## src/rtl/regfile_writeback_arbiter.sv

```systemverilog
// regfile_writeback_arbiter
//
// Write-side front end for the 3-port register file. It merges the in-order
// pipeline writeback with results from long-latency units onto the single
// register file write port (WE3/A3/WD3).
//
// Long-latency results are buffered in a small FIFO. A per-register pending
// scoreboard lets decode stall RAW and WAW hazards against outstanding
// results. The pipeline writeback always has priority. The FIFO head drains
// only on cycles where the pipeline is not writing a real register.
//
// Ports:
//   CLK, RST                   clock and synchronous active-high reset
//   WBE, WBA, WBD              pipeline writeback (enable, register, data)
//   ISSUE_VALID, ISSUE_RD      long-latency op issue and its destination
//   ISSUE_READY                issue may be accepted this cycle
//   LL_VALID, LL_RD, LL_DATA   long-latency result
//   LL_READY                   result FIFO can accept the result
//   Q1, Q2 / BUSY1, BUSY2      scoreboard queries for decode rs1/rs2
//   WE3, A3, WD3               register file write port (combinational)
//   WAW_ERR                    sticky: pipeline wrote a pending register

module regfile_writeback_arbiter #(
  parameter int unsigned DATA_WIDTH = 32,
  parameter int unsigned ADDR_WIDTH = 5,
  parameter int unsigned REG_COUNT  = 32,
  parameter int unsigned FIFO_DEPTH = 4
) (
  input  logic                  CLK,
  input  logic                  RST,
  input  logic                  WBE,
  input  logic [ADDR_WIDTH-1:0] WBA,
  input  logic [DATA_WIDTH-1:0] WBD,
  input  logic                  ISSUE_VALID,
  input  logic [ADDR_WIDTH-1:0] ISSUE_RD,
  output logic                  ISSUE_READY,
  input  logic                  LL_VALID,
  input  logic [ADDR_WIDTH-1:0] LL_RD,
  input  logic [DATA_WIDTH-1:0] LL_DATA,
  output logic                  LL_READY,
  input  logic [ADDR_WIDTH-1:0] Q1,
  input  logic [ADDR_WIDTH-1:0] Q2,
  output logic                  BUSY1,
  output logic                  BUSY2,
  output logic                  WE3,
  output logic [ADDR_WIDTH-1:0] A3,
  output logic [DATA_WIDTH-1:0] WD3,
  output logic                  WAW_ERR
);

  localparam int unsigned PTR_W = (FIFO_DEPTH > 1) ? $clog2(FIFO_DEPTH) : 1;
  localparam int unsigned CNT_W = $clog2(FIFO_DEPTH + 1);

  localparam logic [PTR_W:0]      PTR_ONE   = {{PTR_W{1'b0}}, 1'b1};
  localparam logic [CNT_W-1:0]    CNT_ONE   = {{(CNT_W-1){1'b0}}, 1'b1};
  localparam logic [CNT_W-1:0]    CNT_MAX   = CNT_W'(FIFO_DEPTH);
  localparam logic [ADDR_WIDTH-1:0] ADDR_ZERO = '0;

  // ---------------------------------------------------------------------------
  // State
  // ---------------------------------------------------------------------------
  // Pointers carry one extra bit so full and empty are distinguishable.
  logic [PTR_W:0]          wr_ptr_q, wr_ptr_d;
  logic [PTR_W:0]          rd_ptr_q, rd_ptr_d;
  // Outstanding long-latency ops: issued but not yet drained.
  logic [CNT_W-1:0]        count_q, count_d;
  logic [REG_COUNT-1:0]    pending_q, pending_d;
  logic                    waw_err_q, waw_err_d;

  logic [ADDR_WIDTH-1:0]   fifo_rd_q   [FIFO_DEPTH];
  logic [DATA_WIDTH-1:0]   fifo_data_q [FIFO_DEPTH];

  // ---------------------------------------------------------------------------
  // FIFO status and head
  // ---------------------------------------------------------------------------
  logic                  fifo_empty;
  logic                  fifo_full;
  logic [ADDR_WIDTH-1:0] head_rd;
  logic [DATA_WIDTH-1:0] head_data;

  always_comb begin
    fifo_empty = (wr_ptr_q == rd_ptr_q);
    fifo_full  = (wr_ptr_q[PTR_W] != rd_ptr_q[PTR_W]) &&
                 (wr_ptr_q[PTR_W-1:0] == rd_ptr_q[PTR_W-1:0]);
    head_rd    = fifo_rd_q[rd_ptr_q[PTR_W-1:0]];
    head_data  = fifo_data_q[rd_ptr_q[PTR_W-1:0]];
  end

  // ---------------------------------------------------------------------------
  // Arbitration and handshakes
  // ---------------------------------------------------------------------------
  logic wb_hit;      // pipeline writes a real register this cycle
  logic pop;         // FIFO head leaves at the next edge
  logic issue_fire;
  logic push;

  always_comb begin
    wb_hit = WBE && (WBA != ADDR_ZERO);
    // A head with rd=0 still pops; it just never asserts WE3.
    pop    = !RST && !wb_hit && !fifo_empty;

    ISSUE_READY = !RST && (count_q < CNT_MAX) &&
                  ((ISSUE_RD == ADDR_ZERO) || !pending_q[ISSUE_RD]);
    LL_READY    = !RST && !fifo_full;

    issue_fire = ISSUE_VALID && ISSUE_READY;
    push       = LL_VALID && LL_READY;
  end

  // Register file write port, zero added latency.
  always_comb begin
    WE3 = 1'b0;
    A3  = head_rd;
    WD3 = head_data;
    if (RST) begin
      WE3 = 1'b0;
    end else if (wb_hit) begin
      WE3 = 1'b1;
      A3  = WBA;
      WD3 = WBD;
    end else if (!fifo_empty) begin
      WE3 = (head_rd != ADDR_ZERO);
    end
  end

  // Scoreboard queries read the registered pending bits, so BUSY only drops
  // once the drained value is already in the register file.
  always_comb begin
    BUSY1   = (Q1 != ADDR_ZERO) && pending_q[Q1];
    BUSY2   = (Q2 != ADDR_ZERO) && pending_q[Q2];
    WAW_ERR = waw_err_q;
  end

  // ---------------------------------------------------------------------------
  // Next state
  // ---------------------------------------------------------------------------
  always_comb begin
    wr_ptr_d  = wr_ptr_q;
    rd_ptr_d  = rd_ptr_q;
    count_d   = count_q;
    pending_d = pending_q;
    waw_err_d = waw_err_q;

    if (push) begin
      wr_ptr_d = wr_ptr_q + PTR_ONE;
    end
    if (pop) begin
      rd_ptr_d = rd_ptr_q + PTR_ONE;
    end

    // Issue and drain together leave the count unchanged.
    unique case ({issue_fire, pop})
      2'b10:   count_d = count_q + CNT_ONE;
      2'b01:   count_d = count_q - CNT_ONE;
      default: count_d = count_q;
    endcase

    // Clear before set. An issue to the draining register is blocked by
    // ISSUE_READY, so the two never target the same bit.
    if (pop && (head_rd != ADDR_ZERO)) begin
      pending_d[head_rd] = 1'b0;
    end
    if (issue_fire && (ISSUE_RD != ADDR_ZERO)) begin
      pending_d[ISSUE_RD] = 1'b1;
    end

    if (wb_hit && pending_q[WBA]) begin
      waw_err_d = 1'b1;
    end
  end

  // ---------------------------------------------------------------------------
  // Sequential
  // ---------------------------------------------------------------------------
  always_ff @(posedge CLK) begin
    if (RST) begin
      wr_ptr_q  <= '0;
      rd_ptr_q  <= '0;
      count_q   <= '0;
      pending_q <= '0;
      waw_err_q <= 1'b0;
    end else begin
      wr_ptr_q  <= wr_ptr_d;
      rd_ptr_q  <= rd_ptr_d;
      count_q   <= count_d;
      pending_q <= pending_d;
      waw_err_q <= waw_err_d;
    end
  end

  // Payload storage needs no reset; occupancy is tracked by the pointers.
  always_ff @(posedge CLK) begin
    if (push) begin
      fifo_rd_q[wr_ptr_q[PTR_W-1:0]]   <= LL_RD;
      fifo_data_q[wr_ptr_q[PTR_W-1:0]] <= LL_DATA;
    end
  end

endmodule

```

## config.mk

```make
export PLATFORM = sky130hd
export DESIGN_NAME = regfile_writeback_arbiter
export DESIGN_NICKNAME = d
export VERILOG_FILES = /design/src/rtl/regfile_writeback_arbiter.sv
export SDC_FILE = /design/constraint.sdc
export NUM_CORES = 1
export LEC_CHECK = 0
export BUFFER_PORTS_ARGS = -buffer_cell sky130_fd_sc_hd__buf_2
export CAP_MARGIN = 20
export CORE_ASPECT_RATIO = 1.4
export CORE_MARGIN = 2
export CORE_UTILIZATION = 40
export CTS_CLUSTER_DIAMETER = 40
export CTS_CLUSTER_SIZE = 8
export DETAILED_ROUTE_END_ITERATION = 6
export GPL_TIMING_DRIVEN = 0
export PLACE_DENSITY_LB_ADDON = 0.12
export SLEW_MARGIN = 20
export SYNTH_ARGS = -nofsm -noshare
export SYNTH_HDL_FRONTEND = slang
export SYNTH_SLANG_ARGS = --single-unit
```

## constraint.sdc

```tcl
create_clock -name CLK -period 4.3 [get_ports CLK]
set_clock_uncertainty 0.2 [all_clocks]
set_input_delay 0.645 -clock CLK [delete_from_list [all_inputs] [get_ports CLK]]
set_output_delay 0.645 -clock CLK [all_outputs]
set_load 0.02 [all_outputs]
```

==> results.md, run 1 <==
Timing:
- For the pin with the worst max-slew slack, the measured transition is 0.8931 ns.
- The number of max-slew violations in the final report is 0.
- The worst relative slew slack is 40.46%.
- Timing would allow up to 0.2598 GHz.
- The final count of negative-setup-slack endpoints is 0.
- The final hold violation count is 0.
- Summed over all failing endpoints, the final setup total negative slack is 0 ns.
- Subtracting the final worst setup slack from the clock period gives 3.849 ns.
- The final critical path takes up 89.52% of the cycle.
- Setup repair after global routing left no endpoint under its margin.

Setup path:
- For flop-to-flop paths, the worst setup slack is 1.18 ns.
- The most numerous cell type found on the critical path is sky130_fd_sc_hd__buf_2.
- In this run the worst path has a maximum fanout of 10.
- The largest stage delay on the critical path is 0.50 ns.
- The worst endpoint data arrival time is 3.00 ns.
- At the worst endpoint, the required time is 3.45 ns.
- The largest individual stage delay along the critical path comes from the cell sky130_fd_sc_hd__nor3_1.
- The start-to-end type of the worst setup path is input pin to output pin.
- The startpoint type of the worst setup path is an input pin.
- The critical path goes through buf_2, buf_2, buf_2, mux2i_1, o22ai_1, nor3_1, mux2i_1, o22ai_1, buf_2.
- The critical path endpoint category is an output pin.

Logic synthesis:
- The main combinational cell family by area after synthesis is multiplexers.
- After Yosys synthesis, full adders, half adders and majority gates account for 1.082% of the synthesized area.
- The top cell type by total area after synthesis is sky130_fd_sc_hd__edfxtp_1.
- In the synthesized netlist the dominant register cell turns out to be sky130_fd_sc_hd__edfxtp_1.
- For this run, the number of Yosys warnings is 0.
- After synthesis, the most frequently instantiated cells are 148 x sky130_fd_sc_hd__edfxtp_1, 63 x sky130_fd_sc_hd__mux4_2, 44 x sky130_fd_sc_hd__dfxtp_1, 32 x sky130_fd_sc_hd__o211ai_1, 32 x sky130_fd_sc_hd__o21ai_0.
- The number of enable-type register cells in the synthesized netlist is 148.
- After synthesis, the mean cell area works out to 16.10 µm².
- The proportion of synthesized chip area in sequential cells is 60.58%.
- Counting every net in the synthesized netlist gives 647.
- The post-synthesis async set-or-reset flop share is 0%.
- The share of cell area taken by muxes after synthesis is 23.80%.
- The synthesized-area fraction occupied by and/or/nand/nor cells is 4.954%.
- The share of the synthesized area in compound gates (AO/OA/AOI/OAI) is 6.562%.
- Synthesis instantiated 41 different standard cells from the library.
- The most common cell in the synthesized netlist is sky130_fd_sc_hd__edfxtp_1.
- The top cell type by area accounts for 50.56% of the synthesized area.
- The cell area that synthesis handed to floorplanning was 8790 µm².
- In the synthesized netlist, the number of instances is 546.
- Ranked by total cell area, the synthesized netlist is headed by sky130_fd_sc_hd__edfxtp_1 51%, sky130_fd_sc_hd__mux4_2 16%, sky130_fd_sc_hd__dfxtp_1 10%, sky130_fd_sc_hd__mux2_2 3.8%, sky130_fd_sc_hd__o211ai_1 2.7%.
- Synthesis inferred 192 register bits.
- The xor/xnor cell area share of the yosys netlist is 0.8968%.

Outcome:
- The flow ran to the end, and the final reports show no timing, DRC or antenna violations.

Route:
- After the first detailed-routing iteration, the DRC count stood at 338.
- The total routed wirelength is 21430 µm.
- The number of iterations in the first detailed-routing pass is 6.
- For this block, the via count after detailed routing is 5453.
- In the routed design, unresolved DRC markers number 0.
- The detailed-route wire length per cell is 21.26 µm.
- The number of nets with antenna violations after routing is 0.
- The via count normalized by instance count is 5.410.

Floorplan:
- The die is 129.3 µm wide.
- The floorplan step defined a die boundary enclosing 23190 µm².
- 137 I/O pins were placed.
- The initial cell density of the core is 40.50%.
- The region available for standard cell placement spans 21700 µm².
- The placement row count is 64.
- In this run the vertical extent of the chip is 179.4 µm.

CTS:
- The tree is rooted in a sky130_fd_sc_hd__clkbuf_16.
- The post-CTS setup repair buffer count is 0.
- The tree built by TritonCTS fans out to 192 sinks.
- The clock tree from TritonCTS is built.
- The clock insertion delay at the later pin of the skew report is 0.43 ns.
- The clock transition at the registers of the reported paths is 0.07 ns.
- In this run, CTS created clock tree buffers numbering 17.
- The buffer levels on the longest clock path is 2.
- Buffers inserted to repair hold after CTS numbered 0.
- Gates resized during post-CTS repair numbered 0.
- The H-tree was split into 4 levels.

Global routing:
- The first global-routing pass estimated 32710 µm of wire.
- The initial antenna violation count came to 2.
- The largest net degree at the start of global routing is 39.
- The remaining global-route overflow is 0.
- The via count of the first global-routing pass is 5729.
- For this run, the total global-route usage over all layers was measured as 19.36%.

Finish:
- For this run, the post-layout net count is 797.
- The area used by multi-input combinational logic is 3284 µm².
- The area growth from synthesis to layout is 19.52%.
- Counting the fill cells in the layout gives 1875.
- Of the cells placed in the final design, the portion with a size suffix greater than 1 is 39.35%.
- The sequential cell area is 5325 µm².

Job:
- The tool flagged a number of max-cap violations equal to 0.

Place:
- The detailed placer's ending HPWL is 15520 µm.
- Routability-driven placement finished with a final weighted congestion of 0.8771.
- Port buffering added 128 buffers.

Power:
- IR analysis of the VDD net gives a maximum drop of 0.3320 mV.
- In this run the power density over the cells is 435.5 nW/µm².
- The total design power is 4.575 mW.
- The leakage power figure is 3.602 nW.

Min path:
- The path category of the worst min-delay check is input pin to flop.
[cells in the final DEF (no fill, tap or decap), types with 7 or more instances in the layout]
master                      instances
sky130_fd_sc_hd__mux2i_1           20
sky130_fd_sc_hd__buf_2            136
sky130_fd_sc_hd__o211ai_1          32
sky130_fd_sc_hd__mux4_2            63
sky130_fd_sc_hd__mux2_1            12
sky130_fd_sc_hd__edfxtp_1         148
sky130_fd_sc_hd__nand2_1           29
sky130_fd_sc_hd__mux2_2            30
sky130_fd_sc_hd__dfxtp_1           44
sky130_fd_sc_hd__clkbuf_16         17
sky130_fd_sc_hd__clkbuf_1          14
sky130_fd_sc_hd__nor2_1            14
sky130_fd_sc_hd__o21ai_0           32
sky130_fd_sc_hd__nand3_1            8
sky130_fd_sc_hd__o22ai_1            7
sky130_fd_sc_hd__inv_1             10
[critical path: cells and delay by family]
| kind | cells | cell delay, ns |
|---|---|---|
| and+or+nand+nor | 1 | 0.50 |
| AOI/OAI and AO/OA | 2 | 0.36 |
| buffers and inverters | 4 | 0.96 |
| muxes | 2 | 0.54 |
[cell type report]
type | instances | area share, %
flip-flops and latches | 192 | 50.69
multi-input cells | 314 | 31.26
repair buffers | 131 | 6.670
clock buffers | 17 | 4.050
well taps | 297 | 3.537
clock inverters | 15 | 1.965
plain buffers | 30 | 1.417
inverters | 10 | 0.3573
diodes | 2 | 0.04764
[cell families after synthesis]
group	after synthesis
adders and majority gates	7
and+or+nand+nor	84
muxes	125
xor gates and xnor gates	9
buffers and inverters	40
AOI/OAI and AO/OA	89
DFF	192
[sequential cells by signal, indices dropped and copies added, names as in the netlist, named ones only]
name and flops:
fifo_data_q 128, pending_q 32, fifo_rd_q 20, count_q 3, rd_ptr_q 3, wr_ptr_q 3
WAW_ERR 1
[worst paths after layout]
kind,depth (start not counted),from,endpoint
worst max register to register,11,pending_q[20],count_q[2]
worst min register to register,1,WAW_ERR,WAW_ERR
worst max-delay path,9,ISSUE_RD[1],ISSUE_READY
worst min-delay path,1,LL_DATA[10],fifo_data_q[1][10]
[stage by stage]
step                      hold WS [ns]  utilization [%]  instance area, µm²  cells  worst slack, ns
after floorplan                 0.2548                -                8790    546           0.9814
after global placement          0.2664            45.17                9802    971           0.2385
after detailed placement        0.2698            45.47                9868    974           0.2193
after CTS                       0.2063            48.39               10500   1006           0.4047
after global routing            0.2042            48.40               10500   1007           0.2870
final                           0.2251            48.41               10510   1008           0.4508
[routing by layer]
metal	GRT usage [%]	vias up	routed length, µm
li1	-	2515	-
met1	21.77	2755	8060
met2	34.98	149	11830
met3	4.068	34	854
met4	8.967	0	686
met5	0	-	0
[power breakdown]
| part | internal [mW] | total [mW] | leakage [nW] | switching [mW] |
|---|---|---|---|---|
| registers | 2.05 | 2.07 | 1.70 | 0.0194 |
| clock network | 0.984 | 1.69 | 0.310 | 0.708 |
| logic | 0.350 | 0.813 | 1.59 | 0.463 |
| total | 3.38 | 4.57 | 3.60 | 1.19 |
Power figures use the tool's default switching activity.
==> run 2, diff against run 1 <==
--- a/config.mk
+++ b/config.mk
@@ -5,6 +5,7 @@
 export SDC_FILE = /design/constraint.sdc
 export NUM_CORES = 1
 export LEC_CHECK = 0
+export ABC_AREA = 1
 export BUFFER_PORTS_ARGS = -buffer_cell sky130_fd_sc_hd__buf_2
 export CAP_MARGIN = 20
 export CORE_ASPECT_RATIO = 1.4
==> results.md, run 2 <==
Min path:
- The path category of the worst min-delay check is input pin to flop.

Global routing:
- The total routing resource utilization after global routing is 22.66% (+3.3 points).
- The global-route wire length before repair is 42380 µm (+30%).
- The largest net degree at the start of global routing is 23 (-41%).
- The initial antenna violation count is 2 (unchanged).
- The via count of the first global-routing pass was 7662 (+34%).
- The remaining global-route overflow came to 0 (unchanged).

CTS:
- The number of CTS-inserted buffers is 17 (unchanged).
- The clock tree from TritonCTS is built.
- The clock transition at the registers of the reported paths is 0.07 ns (about the same).
- The post-CTS setup repair buffer count is 0 (unchanged).
- The number of levels in the clock H-tree is 4 (unchanged).
- The buffer levels on the longest clock path is 2 (unchanged).
- The clock insertion delay at the later pin of the skew report was 0.43 ns (about the same).
- The tree is rooted in a sky130_fd_sc_hd__clkbuf_16.
- The number of hold buffers added after cts is 0 (unchanged).
- The clock sink count was 192 (unchanged).
- The number of gates resized after CTS is 0 (unchanged).

Floorplan:
- The placement row count is 66 (+3.1%).
- The number of I/O pins is 137 (unchanged).
- The initial cell density of the core is 40.63% (+0.13 points).
- The width of the chip is 133.5 µm (+3.3%).
- The full die area is 24750 µm² (+6.7%).
- The core footprint is 23120 µm² (+6.5%).
- The vertical extent of the die came to 185.3 µm (+3.3%).

Place:
- The post-placement cell area is 10590 µm² (+7.3%).
- The detailed placer's ending HPWL came to 19780 µm (+27%).
- The worst setup slack after placement was 0.5838 ns (+0.3645 ns).
- The final RePlAce weighted congestion is 0.9219 (+5.1%).
- The number of port buffers was 133 (+3.9%).

Logic synthesis:
- The area fraction of the dominant cell type after synthesis was 47.30% (-3.3 points).
- The post-synthesis async set-or-reset flop share is 0% (unchanged).
- The combined area of all synthesized cells is 9395 µm² (+6.9%).
- The most used flip-flop cell after synthesis is sky130_fd_sc_hd__edfxtp_1.
- The proportion of synthesized chip area in sequential cells is 56.68% (-3.9 points).
- The synthesized area divided by synthesized cell count is 8.732 µm² (-46%).
- The number of flip-flops and latches in the synthesized netlist is 192 (unchanged).
- The synthesized instance count came to 1076 (+97%).
- The top cell type by total area after synthesis is sky130_fd_sc_hd__edfxtp_1.
- The total nets after synthesis is 1177 (+82%).
- By area the synthesized netlist is led by sky130_fd_sc_hd__edfxtp_1 47%, sky130_fd_sc_hd__dfxtp_1 9.4%, sky130_fd_sc_hd__o21ai_0 7.0%, sky130_fd_sc_hd__nor2_1 6.8%, sky130_fd_sc_hd__nand2_1 6.8%.
- By count the netlist is led by 171 x sky130_fd_sc_hd__nor2_1, 170 x sky130_fd_sc_hd__nand2_1, 148 x sky130_fd_sc_hd__edfxtp_1, 132 x sky130_fd_sc_hd__o21ai_0, 106 x sky130_fd_sc_hd__inv_1.
- The synthesis warning total is 0 (unchanged).
- The number of distinct library cells after synthesis is 33 (-20%).
- The number of enable-type register cells in the synthesized netlist is 148 (unchanged).
- The most frequent cell after synthesis is sky130_fd_sc_hd__nor2_1.

Finish:
- The share of layout cells above drive strength 1 is 16.63% (-23 points).
- The area of all placed cells without fillers was 11210 µm² (+6.7%).
- Relative to the synthesized area, the layout overhead comes to 19.27%.
- The number of nets in the layout is 1334 (+67%).
- In the layout the commonest cells are 170 x sky130_fd_sc_hd__nand2_1, 167 x sky130_fd_sc_hd__nor2_1, 148 x sky130_fd_sc_hd__edfxtp_1.
- The fraction of the core area covered by cells at the end of the flow came to 48.46% (+0.055 points).
- The number of diodes added for antenna fixing was 0 (-2).
- The number of flip-flops under the largest register name was 128 (unchanged).
- The most frequent standard cell in the layout excluding fill and tap cells is sky130_fd_sc_hd__nand2_1.

Setup path:
- The reg-to-reg setup timing slack is 1.60 ns (+0.42 ns).
- STA classifies the critical path startpoint as an input pin.
- The required time reported for the critical path endpoint is 3.45 ns (about the same).
- The setup path with the least slack is of type input pin to output pin.
- The maximum fanout encountered on the critical timing path is 10 (unchanged).
- The worst endpoint data arrival time is 2.81 ns (-0.19 ns).
- The critical path endpoint category is an output pin.

Power:
- The power density normalized to cell area is 414.3 nW/µm² (-4.9%).
- The peak supply drop is 0.3343 mV (+0.71%).
- The leakage power figure is 4.342 nW (+21%).

Route:
- The total routed wirelength is 27440 µm (+28%).
- The remaining routing DRC violations is 0 (unchanged).
- The via count normalized by instance count is 5.202 (-3.8%).
- The number of nets with antenna violations after routing is 0 (unchanged).
- The via total after detailed routing is 8068 (+48%).
- The number of design-rule violations left by the first detailed-router iteration is 613 (+81%).
- The number of iterations in the first detailed-routing pass is 5 (-1).
- The detailed-route wire length per cell is 17.69 µm (-17%).

Timing:
- The final count of negative-setup-slack endpoints is 0 (unchanged).
- The post-layout worst setup margin came to 0.6499 ns (+0.1991 ns).
- The number of max-slew violations in the final report was 0 (unchanged).
- The shortest period the worst path allows was 3.650 ns (-0.1991 ns).
- The total negative slack is 0 ns (unchanged).
- The worst relative slew slack is 41.34% (+0.88 points).
- The final clock period utilization by the worst path came to 84.89% (-4.6 points).
- Setup repair after global routing left no endpoint under its margin.
- The timing-limited maximum frequency is 0.2740 GHz (+5.5%).
- The worst-margin pin slew is 0.8731 ns (-0.01997 ns).
- The final hold violation count is 0 (unchanged).

Job:
- The number of max-cap violations is 0 (unchanged).

Outcome:
- The run finished with clean final reports.
-- run 2: final cells by class --
type,instances,area (µm²)
Sequential cell,192,5325
Timing Repair Buffer,138,780.7
Multi-Input combinational cell,709,3428
Clock buffer,18,429.2
Clock inverter,13,187.7
Fill cell,2272,11920
Buffer,55,221.5
Inverter,120,450.4
Tap cell,306,382.9
-- run 2: report_power, final --
part / switching, mW / leakage (nW) / internal [mW]
Combinational: 0.650 / 2.35 / 0.274
Clock: 0.680 / 0.289 / 0.972
Sequential: 0.0206 / 1.70 / 2.05
Total: 1.35 / 4.34 / 3.29
-- run 2: final timing paths --
check / start / end / depth (start not counted)
worst max-delay path: WBA[2] / WD3[29] / 12
worst min-delay path: LL_DATA[15] / fifo_data_q[3][15] / 1
worst max register to register: pending_q[8] / count_q[2] / 19
worst min register to register: WAW_ERR / WAW_ERR / 2
-- run 2: metrics by stage --
step | hold WS, ns | power (mW) | cells
floorplan | 0.2417 | 2.678 | 1076
global placement | 0.2391 | 3.018 | 1515
detailed placement | 0.2480 | 3.036 | 1520
CTS | 0.2100 | 4.676 | 1551
global route | 0.2173 | 4.831 | 1551
finish | 0.2277 | 4.642 | 1551
-- run 2: worst max-delay path, cell delays in order --
cell and delay [ns]:
sky130_fd_sc_hd__buf_2 0.14, sky130_fd_sc_hd__nor2_1 0.18, sky130_fd_sc_hd__nand4_1 0.13, sky130_fd_sc_hd__nand2_1 0.15, sky130_fd_sc_hd__nor2_1 0.08, sky130_fd_sc_hd__inv_1 0.10, sky130_fd_sc_hd__clkbuf_1 0.40, sky130_fd_sc_hd__buf_2 0.40
sky130_fd_sc_hd__o221ai_1 0.25, sky130_fd_sc_hd__o21ai_1 0.12, sky130_fd_sc_hd__inv_1 0.05, sky130_fd_sc_hd__buf_2 0.15
-- run 2: metal layers --
layer | vias to the layer above | GRT usage (%) | routed length [µm] | part of all wire, %
li1 | 3997 | - | - | -
met1 | 3807 | 25.93 | 10860 | 40
met2 | 221 | 41.94 | 14230 | 52
met3 | 41 | 3.093 | 1340 | 4.9
met4 | 2 | 10.09 | 991 | 3.6
met5 | - | 0 | 13 | 0.047
-- run 2: logic make-up after synthesis --
logic type / after synthesis / synth area share (%)
and+or+nand+nor: 406 / 17.35
xor gates and xnor gates: 4 / 0.3730
AOI/OAI and AO/OA: 292 / 17.43
buffers and inverters: 175 / 7.151
DFF: 192 / 56.68
adders and majority gates: 7 / 1.012
==> run 3, diff against run 2 <==
--- a/config.mk
+++ b/config.mk
@@ -5,7 +5,7 @@
 export SDC_FILE = /design/constraint.sdc
 export NUM_CORES = 1
 export LEC_CHECK = 0
-export ABC_AREA = 1
+export ABC_AREA = 0
 export BUFFER_PORTS_ARGS = -buffer_cell sky130_fd_sc_hd__buf_2
 export CAP_MARGIN = 20
 export CORE_ASPECT_RATIO = 1.4
==> constraint.sdc (replaced) <==
create_clock -name CLK -period 3.02 [get_ports CLK]
set_clock_uncertainty 0.2 [all_clocks]
set_input_delay 0.453 -clock CLK [delete_from_list [all_inputs] [get_ports CLK]]
set_output_delay 0.453 -clock CLK [all_outputs]
set_load 0.02 [all_outputs]
==> results.md, run 3 (same netlist as run 1, synthesis figures left out) <==
Setup path:
- The most critical setup path has its startpoint at WBA[0].
- The critical path goes through buf_4, or4_4, o21ai_4, nand2b_4, buf_6, buf_12, mux2_2, buf_2.
- The reg-to-reg setup timing slack is 0.20 ns (-1.40 ns).
- The largest stage delay on the critical path is 0.55 ns (+0.15 ns).
- STA classifies the critical path startpoint as an input pin.
- The worst register-to-register path ends at count_q[2].
- In this run the critical register-to-register path is launched from pending_q[20].
- The worst endpoint data arrival time was 2.32 ns (-0.49 ns).
- The slowest cell on the critical path is sky130_fd_sc_hd__or4_4.
- The required time reported for the critical path endpoint is 2.37 ns (-1.08 ns).
- The path length in cells of the critical path was 8 (-4).
- Broken down by cell family, the worst path's largest delay share belongs to simple AND/OR/NAND/NOR gates.
- The start-to-end type of the worst setup path is input pin to output pin.
- The number of cell instances on the worst register-to-register path is 11 (-8).
- The critical path endpoint category is an output pin.
- The total buffers and inverters traversed by the critical path was 4 (-2).
- The termination of the worst setup path is A3[2].
- The maximum fanout encountered on the critical timing path came to 10 (unchanged).

Route:
- The total routed wirelength is 21680 µm (-21%).
- The via total after detailed routing was 5532 (-31%).
- The number of iterations in the first detailed-routing pass was 4 (-1).
- The via count normalized by instance count is 5.434 (+4.5%).
- The remaining routing DRC violations is 0 (unchanged).
- The number of design-rule violations left by the first detailed-router iteration is 352 (-43%).
- The number of nets with antenna violations after routing is 0 (unchanged).
- The detailed-route wire length per cell is 21.30 µm (+20%).

Timing:
- The worst relative slew slack is 47.72% (+6.4 points).
- The final-layout worst hold slack is 0.04491 ns (-0.1828 ns).
- The number of max-slew violations in the final report is 0 (unchanged).
- The post-layout worst setup margin was 0.05047 ns (-0.5994 ns).
- The shortest period the worst path allows is 2.970 ns.
- The final hold violation count is 0 (unchanged).
- In the finished design, the share of the clock period the worst path needs comes to 98.33%.
- For this run, the top clock speed supported by timing is 0.3368 GHz.
- The final count of negative-setup-slack endpoints is 0 (unchanged).
- Setup repair after global routing could not meet its margin everywhere.
- The worst-margin pin slew was 0.7789 ns (-0.09416 ns).
- The total negative slack is 0 ns (unchanged).

Outcome:
- The flow ran to the end, and the final reports show no timing, DRC or antenna violations.

Place:
- The number of port buffers was 128 (-3.8%).
- The final RePlAce weighted congestion is 0.9282 (+0.68%).
- The detailed placer's ending HPWL was 15870 µm (-20%).
- The worst setup slack after placement is -0.6067 ns (-1.191 ns).
- The post-placement cell area is 9947 µm² (-6.1%).

Min path:
- The cell depth of the worst hold path is 1 (unchanged).
- The path class of the tightest hold or removal check is input pin to flop.

Power:
- The power density normalized to cell area is 589.6 nW/µm² (+42%).
- The power dissipated by switching net loads was 1.730 mW (+28%).
- The total design power came to 6.302 mW (+36%).
- The share of power burned in the clock network is 33.5% (-2.1 points).
- The switching portion of total power is 27.45% (-1.7 points).
- The internal power is 4.572 mW (+39%).
- The leakage power figure is 3.702 nW (-15%).
- The register share of total power is 46.9% (+2.4 points).
- The peak supply drop came to 0.3769 mV (+13%).
- The combinational group share of total power is 19.6% (-0.3 points).

Finish:
- From synthesis to final layout, the design area changed by 21.59%.
- The number of flip-flops under the largest register name is 128 (unchanged).
- The share of layout cells above drive strength 1 is 43.55% (+27 points).
- The number of nets in the layout is 809 (-39%).
- The number of diodes added for antenna fixing is 0 (unchanged).
- The area of all placed cells without fillers came to 10690 µm² (-4.6%).
- In the layout the commonest cells are 148 x sky130_fd_sc_hd__edfxtp_1, 130 x sky130_fd_sc_hd__buf_2, 63 x sky130_fd_sc_hd__mux4_2.
- Leaving out fill and tap cells, the most frequent cell in the layout is sky130_fd_sc_hd__edfxtp_1.

CTS:
- The root buffer cell chosen for the clock tree is sky130_fd_sc_hd__clkbuf_16.
- TritonCTS built the clock tree.
- The buffer levels on the longest clock path came to 2 (unchanged).
- The clock transition at the registers of the reported paths is 0.07 ns (about the same).
- The number of CTS-inserted buffers came to 17 (unchanged).
- The clock sink count is 192 (unchanged).
- The clock insertion delay at the later pin of the skew report is 0.42 ns (about the same).
- The number of levels in the clock H-tree was 4 (unchanged).

Global routing:
- The total routing resource utilization after global routing came to 19.24% (-3.4 points).
- The remaining global-route overflow is 0 (unchanged).
- The via count of the first global-routing pass is 5747 (-25%).
- The initial antenna violation count is 2 (unchanged).
- The global-route wire length before repair was 32510 µm (-23%).
- The largest net degree at the start of global routing was 25 (+8.7%).

Floorplan:
- The number of I/O pins is 137 (unchanged).
- The full die area is 23190 µm² (-6.3%).
- The placement row count came to 64 (-3.0%).
- The vertical extent of the die is 179.4 µm (-3.2%).
- The width of the chip is 129.3 µm (-3.2%).
- The core footprint is 21700 µm² (-6.1%).
- The initial cell density of the core is 40.50% (-0.13 points).

Job:
- The number of max-cap violations is 0 (unchanged).
-- run 3: changes by cell type in the layout (fill, tap and decap cells not counted), moves of 37 or more --
cell | before | now
sky130_fd_sc_hd__mux4_2 | 0 | 63
sky130_fd_sc_hd__o21ai_1 | 38 | 1
sky130_fd_sc_hd__nand2_1 | 170 | 29
sky130_fd_sc_hd__nor2_1 | 167 | 12
sky130_fd_sc_hd__inv_1 | 106 | 10
sky130_fd_sc_hd__a21oi_1 | 58 | 6
sky130_fd_sc_hd__o21ai_0 | 132 | 31
-- run 3: what timing repair did --
item,in CTS,in global routing
endpoints found under the setup margin,39,31
resized for setup,32,14
pin swaps,1,1
setup buffers,4,8
hold buffers,0,0
-- run 3: per-layer routing --
metal / routed length, µm / track usage (%) / up-vias
li1: - / - / 2535
met1: 8230 / 21.30 / 2802
met2: 11950 / 35.46 / 158
met3: 869 / 3.622 / 35
met4: 620 / 8.877 / 2
met5: 13 / 0 / -
-- run 3: power by group through the flow --
stage / Sequential (mW) / Combinational, mW / Clock, mW
after floorplan: 3.00 / 0.805 / 0
after global placement: 3.01 / 1.16 / 0
after detailed placement: 3.01 / 1.18 / 0
after CTS: 2.95 / 1.21 / 2.16
after global routing: 2.96 / 1.34 / 2.27
final: 2.95 / 1.24 / 2.11
-- run 3: worst reg2reg max path, stage by stage (launching register included) --
cell and delay [ns]:
sky130_fd_sc_hd__dfxtp_1 0.44, sky130_fd_sc_hd__mux2i_1 0.14, sky130_fd_sc_hd__o22ai_2 0.25, sky130_fd_sc_hd__nor3_2 0.10, sky130_fd_sc_hd__mux2i_2 0.26, sky130_fd_sc_hd__a2bb2oi_2 0.19
sky130_fd_sc_hd__ha_2 0.19, sky130_fd_sc_hd__inv_1 0.05, sky130_fd_sc_hd__fa_2 0.33, sky130_fd_sc_hd__xor2_1 0.15, sky130_fd_sc_hd__or3_1 0.31, sky130_fd_sc_hd__a21oi_1 0.15
-- run 3: worst min-delay path by stage --
stage                 startpoint                  to  slack, ns
finish               LL_DATA[29]  fifo_data_q[2][29]       0.04
global route          LL_DATA[1]   fifo_data_q[2][1]       0.02
CTS                   LL_DATA[5]   fifo_data_q[2][5]       0.02
detailed placement       WAW_ERR             WAW_ERR       0.27
global placement         WAW_ERR             WAW_ERR       0.26
floorplan           pending_q[0]        pending_q[0]       0.25
-- run 3: final cells by class --
class | instances | area (µm²)
inverter | 10 | 37.54
buffer | 29 | 217.7
timing repair buffer | 144 | 814.5
clock inverter | 14 | 121.4
tap | 297 | 371.6
fill | 1877 | 11010
multi-input combinational | 314 | 3369
sequential | 192 | 5326
clock buffer | 18 | 429.2
-- run 3: per-stage QoR --
stage / util [%] / cells
floorplan: - / 546
CTS: 48.75 / 1010
detailed placement: 45.84 / 975
global route: 49.25 / 1018
global placement: 45.45 / 971
finish: 49.25 / 1018
